### src/rtl/pe_pkg.sv
// rtl/pe_pkg.sv - shared constants, FSM state type and MAC helper for the PE datapath
package pe_pkg;

  localparam int DEPTH_F_DEF = 3;
  localparam int DEPTH_I_DEF = 5;
  localparam int WIDTH_F_DEF = 8;
  localparam int WIDTH_I_DEF = 1;
  localparam int PSUM_W_DEF  = 8;
  localparam int WIDTH_DEF   = 39;

  typedef enum logic [2:0] {
    IDLE,
    MAC,
    ADD,
    OUT,
    DONE
  } pe_state_t;

  // Operands arrive zero-extended; callers truncate to the psum width.
  function automatic logic [31:0] pe_mul(input logic [31:0] f, input logic [31:0] a);
    return f * a;
  endfunction

endpackage

### src/rtl/pe_regfile.sv
// rtl/pe_regfile.sv - single write port, single async read port register array
module pe_regfile #(
  parameter int DEPTH = 3,
  parameter int W     = 8,
  parameter int AW    = 2
) (
  input  logic          clk,
  input  logic          wr_en,
  input  logic [AW-1:0] wr_addr,
  input  logic [W-1:0]  wr_data,
  input  logic [AW-1:0] rd_addr,
  output logic [W-1:0]  rd_data
);

  logic [W-1:0] mem [DEPTH];

  // Contents survive reset; writes past the array end are silently dropped.
  always_ff @(posedge clk) begin
    if (wr_en && (32'(wr_addr) < DEPTH)) begin
      mem[wr_addr] <= wr_data;
    end
  end

  assign rd_data = (32'(rd_addr) < DEPTH) ? mem[rd_addr] : '0;

endmodule

### src/rtl/pe_logic.sv
// rtl/pe_logic.sv - PE datapath: 1-D valid convolution over filter/ifmap memories with psum chaining
module pe_logic
  import pe_pkg::*;
#(
  parameter int DEPTH_F = DEPTH_F_DEF,
  parameter int DEPTH_I = DEPTH_I_DEF,
  parameter int WIDTH_F = WIDTH_F_DEF,
  parameter int WIDTH_I = WIDTH_I_DEF,
  parameter int PSUM_W  = PSUM_W_DEF,
  parameter int WIDTH   = WIDTH_DEF
) (
  input  logic                       clk,
  input  logic                       rst,
  input  logic                       filter_wr_valid,
  output logic                       filter_wr_ready,
  input  logic [$clog2(DEPTH_F)-1:0] filter_wr_addr,
  input  logic [WIDTH_F-1:0]         filter_wr_data,
  input  logic                       ifmap_wr_valid,
  output logic                       ifmap_wr_ready,
  input  logic [$clog2(DEPTH_I)-1:0] ifmap_wr_addr,
  input  logic [WIDTH_I-1:0]         ifmap_wr_data,
  input  logic                       start_valid,
  output logic                       start_ready,
  input  logic                       psum_in_valid,
  output logic                       psum_in_ready,
  input  logic [PSUM_W-1:0]          psum_in_data,
  output logic                       psum_out_valid,
  input  logic                       psum_out_ready,
  output logic [PSUM_W-1:0]          psum_out_data,
  output logic                       done_valid,
  input  logic                       done_ready
);

  localparam int FAW = $clog2(DEPTH_F);
  localparam int IAW = $clog2(DEPTH_I);

  if (DEPTH_I < DEPTH_F || WIDTH < 1) begin : g_bad_params
    $error("pe_logic: DEPTH_I must be >= DEPTH_F");
  end

  pe_state_t         state_q, state_d;
  logic [PSUM_W-1:0] acc_q, acc_d;
  logic [PSUM_W-1:0] result_q, result_d;
  logic [IAW-1:0]    j_q, j_d;
  logic [FAW-1:0]    k_q, k_d;
  logic              rdy_q, rdy_d;
  logic              idle_rdy;
  logic [WIDTH_F-1:0] filter_rd;
  logic [WIDTH_I-1:0] ifmap_rd;

  // rdy_q keeps the IDLE readies low until the first edge after reset release.
  assign idle_rdy        = (state_q == IDLE) && rdy_q;
  assign filter_wr_ready = idle_rdy;
  assign ifmap_wr_ready  = idle_rdy;
  assign start_ready     = idle_rdy;
  assign psum_in_ready   = (state_q == ADD);
  assign psum_out_valid  = (state_q == OUT);
  assign psum_out_data   = result_q;
  assign done_valid      = (state_q == DONE);

  pe_regfile #(.DEPTH(DEPTH_F), .W(WIDTH_F), .AW(FAW)) u_filter (
    .clk     (clk),
    .wr_en   (filter_wr_valid && filter_wr_ready),
    .wr_addr (filter_wr_addr),
    .wr_data (filter_wr_data),
    .rd_addr (k_q),
    .rd_data (filter_rd)
  );

  pe_regfile #(.DEPTH(DEPTH_I), .W(WIDTH_I), .AW(IAW)) u_ifmap (
    .clk     (clk),
    .wr_en   (ifmap_wr_valid && ifmap_wr_ready),
    .wr_addr (ifmap_wr_addr),
    .wr_data (ifmap_wr_data),
    .rd_addr (j_q + IAW'(k_q)),
    .rd_data (ifmap_rd)
  );

  always_comb begin
    state_d  = state_q;
    acc_d    = acc_q;
    result_d = result_q;
    j_d      = j_q;
    k_d      = k_q;
    rdy_d    = 1'b1;
    case (state_q)
      IDLE: begin
        if (start_valid && start_ready) begin
          acc_d   = '0;
          j_d     = '0;
          k_d     = '0;
          state_d = MAC;
        end
      end
      MAC: begin
        acc_d = PSUM_W'(32'(acc_q) + pe_mul(32'(filter_rd), 32'(ifmap_rd)));
        if (k_q == FAW'(DEPTH_F - 1)) begin
          state_d = ADD;
        end else begin
          k_d = k_q + 1'b1;
        end
      end
      ADD: begin
        if (psum_in_valid) begin
          result_d = acc_q + psum_in_data;
          state_d  = OUT;
        end
      end
      OUT: begin
        if (psum_out_ready) begin
          if (j_q < IAW'(DEPTH_I - DEPTH_F)) begin
            j_d     = j_q + 1'b1;
            k_d     = '0;
            acc_d   = '0;
            state_d = MAC;
          end else begin
            state_d = DONE;
          end
        end
      end
      DONE: begin
        if (done_ready) begin
          state_d = IDLE;
        end
      end
      default: state_d = IDLE;
    endcase
  end

  always_ff @(posedge clk or posedge rst) begin
    if (rst) begin
      state_q  <= IDLE;
      acc_q    <= '0;
      result_q <= '0;
      j_q      <= '0;
      k_q      <= '0;
      rdy_q    <= 1'b0;
    end else begin
      state_q  <= state_d;
      acc_q    <= acc_d;
      result_q <= result_d;
      j_q      <= j_d;
      k_q      <= k_d;
      rdy_q    <= rdy_d;
    end
  end

endmodule

### config.mk
export PLATFORM = sky130hd
export DESIGN_NAME = pe_logic
export DESIGN_NICKNAME = d
export VERILOG_FILES = /design/src/rtl/pe_pkg.sv /design/src/rtl/pe_regfile.sv /design/src/rtl/pe_logic.sv
export SDC_FILE = /design/constraint.sdc
export NUM_CORES = 1
export LEC_CHECK = 0
export CAP_MARGIN = 30
export CORE_MARGIN = 1
export CORE_UTILIZATION = 40
export CTS_CLUSTER_DIAMETER = 50
export DETAILED_ROUTE_END_ITERATION = 12
export REMOVE_ABC_BUFFERS = 1
export SYNTH_ARGS = -nofsm -noshare
export SYNTH_HDL_FRONTEND = slang
export SYNTH_SLANG_ARGS = --single-unit
### constraint.sdc
create_clock -name clk -period 10.9 [get_ports clk]
set_clock_uncertainty 0.2 [all_clocks]
set_input_delay 2.725 -clock clk [delete_from_list [all_inputs] [get_ports clk]]
set_output_delay 2.725 -clock clk [all_outputs]
set_load 0.05 [all_outputs]
==> metrics.yaml, run 1 <==
synth_compound_area_share_pct: 12.6
layout-drive-gt1-share_pct: 7.89
ant_nets: 0
start_util_pct: 42.2
critical_path_arrival_ns: 2.31
synthAdderAreaFrac_pct: 9.74
status: "finished clean"
drcViolationCount: 0
wl_per_cell_um: 12.2
avgSynthCellArea_sq_um: 10.7
clk_path_buf_depth: 2
worstReg2RegEnd: "acc_q[6]"
swShare_pct: 42.9
utilization_pct: 51.4
ctsResizeCount: 0
drv_cap: 0
ctsHoldBuffers: 0
antenna_found_initial: 0
ioPinCount: 44
synthXorXnorAreaFrac_pct: 3.59
routed_via_density: 4.84
synth_seq_cells: 54
cellPowerDensity_nw_per_um2: 235
cts_setup_buffers: 0
leakage_nw: 1.44
crit_end: "ifmap_wr_ready"
clock_tree.htree_level_count: 2
post-route-min-period_ns: 5.24
cp_slowest_cell: "clkdlybuf4s50_1"
clock_latency_ns: 0.30
globalRouteOverflowTotal: 0
grt_pass1_wl_um: 8980
syn-cell-area_sq_um: 2930
fin_crit_sh_pct: 48.1
die_w_um: 87.6
path_cells: "nor4b_2 > clkdlybuf4s50_1"
relSlewSlack_pct: 58.0
power_w: 0.000840
dieHeight_um: 87.6
vias: 1998
r2r_slack_ns: 6.83
p_switching_w: 0.000360
nFillCells: 629
async_reset_ff_share_pct: 46.3
coreArea_sq_um: 6940
ys_types: 45
hpwl_um: 3900
combPwrFrac_pct: 50.8
hold_class: "reg2reg"
place_congestion: 0.806
cp_max_fo: 11
internal_power_w: 0.000480
port_buffers: 43
grt_pass1_vias: 2004
rows: 30
dr.pass1.iters: 4
syn_to_final_growth_pct: 21.8
reg2reg_depth: 15
cp.required_ns: 7.98
synth-simple-area-share_pct: 14.1
grt_max_degree: 20
worst-slew-pin-transition_ns: 0.625
path_class: "reg2out"
clk_pin_slew_ns: 0.09
p_clk_share_pct: 13.0
synth_edf_count: 29
rsz0062_at_grt: "false"
clock_sinks: 54
synthCells: 273
regArea_sq_um: 1500
multi_input_area_sq_um: 1320
antenna_cells: 0
finalSetupViolCount: 0
cts_root_buf: "clkbuf_8"
drt_first_iter_violations: 66
irDropWorstVdd_mv: 0.103
synth_top_family_by_area: "simple AND/OR/NAND/NOR gates"
fin_setup_tns_ns: 0
hold_slack_ns: 0.284
dieArea_sq_um: 7670
start_kind: "register"
worst_slack_ns: 5.66
p_seq_share_pct: 36.2
finalMaxSlewViolations: 0
final_nets: 367
synth_ff_type: "edfxtp_1"
numCtsBuffers: 5
hold_viol: 0
fmax_ghz: 0.191
cts_tree: "done"
grt_use_total_pct: 15.2
max_stage_delay_ns: 0.91
seq_area_frac_synth_pct: 51.1
post-place-ws_ns: 5.97
totalWireLength_um: 5040
crit_start: "state_q[2]"
crit_path_end_kind: "output pin"
yosysWarnings: 0
synthMuxAreaShare_pct: 4.78
r2r-start: "k_q[0]"
-- area by class of cell --
class / count / share of cell area [%]
Timing Repair Buffer: 48 / 13.7
Clock buffer: 5 / 1.93
Multi-Input combinational cell: 191 / 36.8
Inverter: 16 / 1.68
Tap cell: 96 / 3.36
Clock inverter: 3 / 0.596
Sequential cell: 54 / 41.9
-- power by group through the flow --
stage	combinational [W]	clock, W	sequential (W)
6_report	0.000426	0.000110	0.000304
5_1_grt	0.000481	0.000122	0.000312
4_1_cts	0.000432	0.000113	0.000305
3_5_place_dp	0.000429	0	0.000309
3_3_place_gp	0.000425	0	0.000308
2_1_floorplan	0.000273	0	0.000345
-- sequential cells by signal, indices dropped and copies added, names as in the netlist --
signal,count
acc_q,8
j_q,3
k_q,2
psum_out_data,8
rdy_q,1
state_q,3
u_filter.mem,24
u_ifmap.mem,5
-- synth_stat cells (2+ instances only) --
cell      number  area [sq um]
a21o_1         3          22.5
a21oi_1       17          85.1
a31oi_1        2          12.5
and2_1         3          18.8
and3_1         2          12.5
buf_2          5          25.0
buf_4          2          15.0
clkbuf_1       5          18.8
dfrtp_1       25           626
edfxtp_1      29           871
fa_1           3          60.1
ha_1          18           225
inv_1         16          60.1
mux2_2         3          33.8
mux2i_1        8          80.1
nand2_1       25          93.8
nand3_1        7          35.0
nor2_1        27           101
nor2b_1        3          18.8
nor3_1         3          15.0
nor3b_1        3          22.5
nor4b_1        2          17.5
o211ai_1       2          15.0
o21a_1         2          15.0
o21ai_0       23           115
o21bai_1       2          15.0
o31ai_1        4          30.0
or2_2          2          12.5
xnor2_1        5          43.8
xor2_1         7          61.3
-- cell families (layout without fill, tap and decap cells) --
group | count (synthesis) | after routing
compound gates | 61 | 61
xor+xnor | 12 | 12
fa+ha+maj | 21 | 21
buf+inv | 28 | 72
flops | 54 | 54
mux | 12 | 12
other cells | 1 | 1
simple gates | 84 | 84
-- per-stage QoR --
stage | cell area (sq um) | cells
detailed placement | 3480 | 405
CTS | 3570 | 413
global route | 3570 | 413
global placement | 3440 | 403
floorplan | 2870 | 261
finish | 3570 | 413
-- layout by cell type, fill, tap and decap left out, types with 4 or more instances in the layout --
master	count
a21oi_1	17
xnor2_1	5
nand3_1	7
edfxtp_1	29
nand2_1	25
clkdlybuf4s50_1	43
o21ai_0	23
buf_4	4
mux2i_1	8
inv_1	16
clkbuf_8	5
nor2_1	27
dfrtp_1	25
xor2_1	7
ha_1	18
o31ai_1	4
-- routing by layer --
metal,track usage [%],part of all wire [%]
met1,19.2,48
met2,26.1,47
met3,3.20,3.2
met4,4.92,1.3
met5,0,0
-- critical path, delay by kind of cell, from the launching register on --
| family | cells | cell delay, ns |
|---|---|---|
| flops | 1 | 0.50 |
| simple gates | 1 | 0.60 |
| buf+inv | 1 | 0.91 |
-- how the worst min path moves through the flow --
stage / startpoint / to / slack, ns / depth (start not counted)
floorplan: acc_q[7] / acc_q[7] / 0.28 / 1
global placement: psum_out_data[3] / psum_out_data[3] / 0.26 / 2
detailed placement: psum_out_data[6] / psum_out_data[6] / 0.27 / 2
CTS: psum_out_data[3] / psum_out_data[3] / 0.29 / 2
global route: psum_out_data[6] / psum_out_data[6] / 0.31 / 2
finish: psum_out_data[3] / psum_out_data[3] / 0.28 / 2
Note: power is estimated with default switching activity, not from simulation.
==> run 2: changes to the inputs <==
==> constraint.sdc (replaced) <==
create_clock -name clk -period 4.6 [get_ports clk]
set_clock_uncertainty 0.2 [all_clocks]
set_input_delay 1.15 -clock clk [delete_from_list [all_inputs] [get_ports clk]]
set_output_delay 1.15 -clock clk [all_outputs]
set_load 0.05 [all_outputs]
==> run 2 against run 1 <==
Against the previous run: first-iteration DRC count up 9.1%; clock power rose by 150%; worst hold slack barely moved; utilization is 0.054 points higher; clock-buffer cell count stayed put; critical path depth rose by 13; flip-flop and latch count is the same; register-to-register slack got worse by 6.2 ns; highest routed layer unchanged; largest cell class unchanged; setup slack worse by 5.0 ns; total power grew 140%.
==> metrics.yaml, run 2 (synthesis gave the netlist of run 1 again) <==
status: "finished clean"
final_nets: 367  # unchanged
syn_to_final_growth_pct: 21.9
min_to: "psum_out_data[5]"
cp_max_fo: 13  # +2
fin_crit_sh_pct: 86.3
crit_start: "k_q[0]"
largest_reg_flops: 24  # unchanged
fmax_ghz: 0.252
path_class: "reg2reg"
antenna_cells: 0  # unchanged
cts_root_buf: "clkbuf_8"
hold_viol: 0  # unchanged
critical_path_arrival_ns: 3.95  # +1.64 ns
worst-slew-pin-transition_ns: 0.555  # -0.0702 ns
stdcell_count: 413  # unchanged
ctsResizeCount: 0  # unchanged
ant_nets: 0  # unchanged
cp_top_family: "adder cells"
wl_per_cell_um: 12.4  # +1.3%
post-place-cells: 405  # unchanged
rsz0062_at_grt: "false"
drv_cap: 0  # unchanged
coreArea_sq_um: 6940  # unchanged
cp.required_ns: 4.58  # -3.40 ns
post-route-min-period_ns: 3.97
grt_pass1_wl_um: 8750  # -2.6%
irDropWorstVdd_mv: 0.171  # +66%
reg2reg_depth: 15  # unchanged
dieArea_sq_um: 7670  # unchanged
path_cells: "ha_1 > inv_1 > fa_1 > mux4_1 > nand2_1 > a21o_2 > nor2_1 > ha_1 > fa_1 > a21o_1 > a21oi_1 > o21bai_1 > a21oi_1 > xor2_1 > o21ai_0"
ioPinCount: 44  # unchanged
clk_pin_slew_ns: 0.10  # about the same
worst_slack_ns: 0.631  # -5.03 ns
final_common_cell: "clkdlybuf4s50_1"
worstReg2RegEnd: "acc_q[6]"
hpwl_um: 3950  # +1.3%
holdPathStages: 2  # unchanged
stdcell_area_sq_um: 3570  # +0.11%
placed_area_sq_um: 3480  # unchanged
totalWireLength_um: 5110  # +1.3%
clock_latency_ns: 0.31  # about the same
critPathBufInv: 1  # unchanged
r2r-start: "k_q[0]"
finalMaxSlewViolations: 0  # unchanged
globalRouteOverflowTotal: 0  # unchanged
drcViolationCount: 0  # unchanged
clock_tree.htree_level_count: 2  # unchanged
hold_class: "reg2reg"
leakage_nw: 1.45  # +0.31%
regMostFlops: "u_filter.mem"
clock_sinks: 54  # unchanged
finalSetupViolCount: 0  # unchanged
post-place-ws_ns: 0.576  # -5.39 ns
drt_first_iter_violations: 72  # +9.1%
start_util_pct: 42.2  # unchanged
dieHeight_um: 87.6  # unchanged
grt_max_degree: 22  # +10%
relSlewSlack_pct: 62.9  # +4.9 points
clk_path_buf_depth: 2  # unchanged
antenna_found_initial: 0  # unchanged
cts_tree: "done"
vias: 1983  # -0.75%
layout_common_cells: "clkdlybuf4s50_1 (43), edfxtp_1 (29), nor2_1 (27)"
cellPowerDensity_nw_per_um2: 559  # +140%
routed_via_density: 4.80  # -0.75%
max_stage_delay_ns: 0.70  # -0.21 ns
place_congestion: 0.779  # -3.3%
cts_setup_buffers: 0  # unchanged
rows: 30  # unchanged
crit_path_end_kind: "register"
port_buffers: 43  # unchanged
layout-drive-gt1-share_pct: 7.89  # unchanged
cp_slowest_cell: "dfrtp_1"
start_kind: "register"
die_w_um: 87.6  # unchanged
hold_start: "psum_out_data[5]"
ctsHoldBuffers: 0  # unchanged
r2r_slack_ns: 0.63  # -6.20 ns
grt_pass1_vias: 1885  # -5.9%
dr.pass1.iters: 4  # unchanged
numCtsBuffers: 5  # unchanged
grt_use_total_pct: 14.9  # -0.31 points
-- run 2: cell types whose count changed in the layout (fill, tap and decap cells not counted), sizes merged --
cell / change
clkinvlp: -1
inv: +1
-- run 2: power breakdown --
part	switching [W]	leakage (nW)	internal, W	total, W
Sequential	0.000117	0.580	0.000602	0.000719
Clock	0.000162	0.0447	0.000110	0.000272
Combinational	0.000579	0.822	0.000427	0.00101
Total	0.000857	1.45	0.00114	0.00200
-- run 2: how the worst max path moves through the flow --
stage	endpoint	depth (start not counted)
floorplan	u_filter.mem[1][0]	3
global placement	acc_q[6]	15
detailed placement	acc_q[6]	15
CTS	acc_q[6]	15
global route	acc_q[6]	15
finish	acc_q[6]	15
-- run 2: worst register-to-register path, cell delays in order, from the launching register on --
cell	delay [ns]
dfrtp_1	0.70
ha_1	0.25
inv_1	0.05
fa_1	0.50
mux4_1	0.27
nand2_1	0.11
a21o_2	0.19
nor2_1	0.06
ha_1	0.21
fa_1	0.40
a21o_1	0.18
a21oi_1	0.23
o21bai_1	0.09
a21oi_1	0.17
xor2_1	0.14
o21ai_0	0.08
-- run 2: layout make-up --
| type | instances | area [sq um] |
|---|---|---|
| Timing Repair Buffer | 48 | 488 |
| Clock inverter | 3 | 25.0 |
| Tap cell | 96 | 120 |
| Sequential cell | 54 | 1500 |
| Inverter | 16 | 60.1 |
| Fill cell | 645 | 3370 |
| Multi-Input combinational cell | 191 | 1320 |
| Clock buffer | 5 | 68.8 |
-- run 2: metrics by stage --
stage          setup TNS (ns)  hold slack (ns)  total power [W]  utilization [%]
2_1_floorplan           -3.47            0.276          0.00146                -
3_3_place_gp                0            0.260          0.00173             49.7
3_5_place_dp                0            0.269          0.00175             50.1
4_1_cts                     0            0.293          0.00202             51.5
5_1_grt                     0            0.308          0.00216             51.5
6_report                    0            0.284          0.00200             51.5
-- run 2: per-layer routing --
layer	wire length (um)	up-vias	GRT usage [%]	share of wire [%]
met5	0	-	0	0
met4	57	0	4.02	1.1
met3	171	5	2.92	3.3
met2	2310	37	24.2	45
met1	2570	888	20.4	50
li1	-	1053	-	-
==> run 3: changes to the inputs <==
--- a/config.mk
+++ b/config.mk
@@ -9,6 +9,7 @@
 export CORE_MARGIN = 1
 export CORE_UTILIZATION = 40
 export CTS_CLUSTER_DIAMETER = 50
+export CTS_CLUSTER_SIZE = 30
 export DETAILED_ROUTE_END_ITERATION = 12
 export REMOVE_ABC_BUFFERS = 1
 export SYNTH_ARGS = -nofsm -noshare
==> results of run 3 <==
Final layout, timing and power as in run 2 (identical DEF).
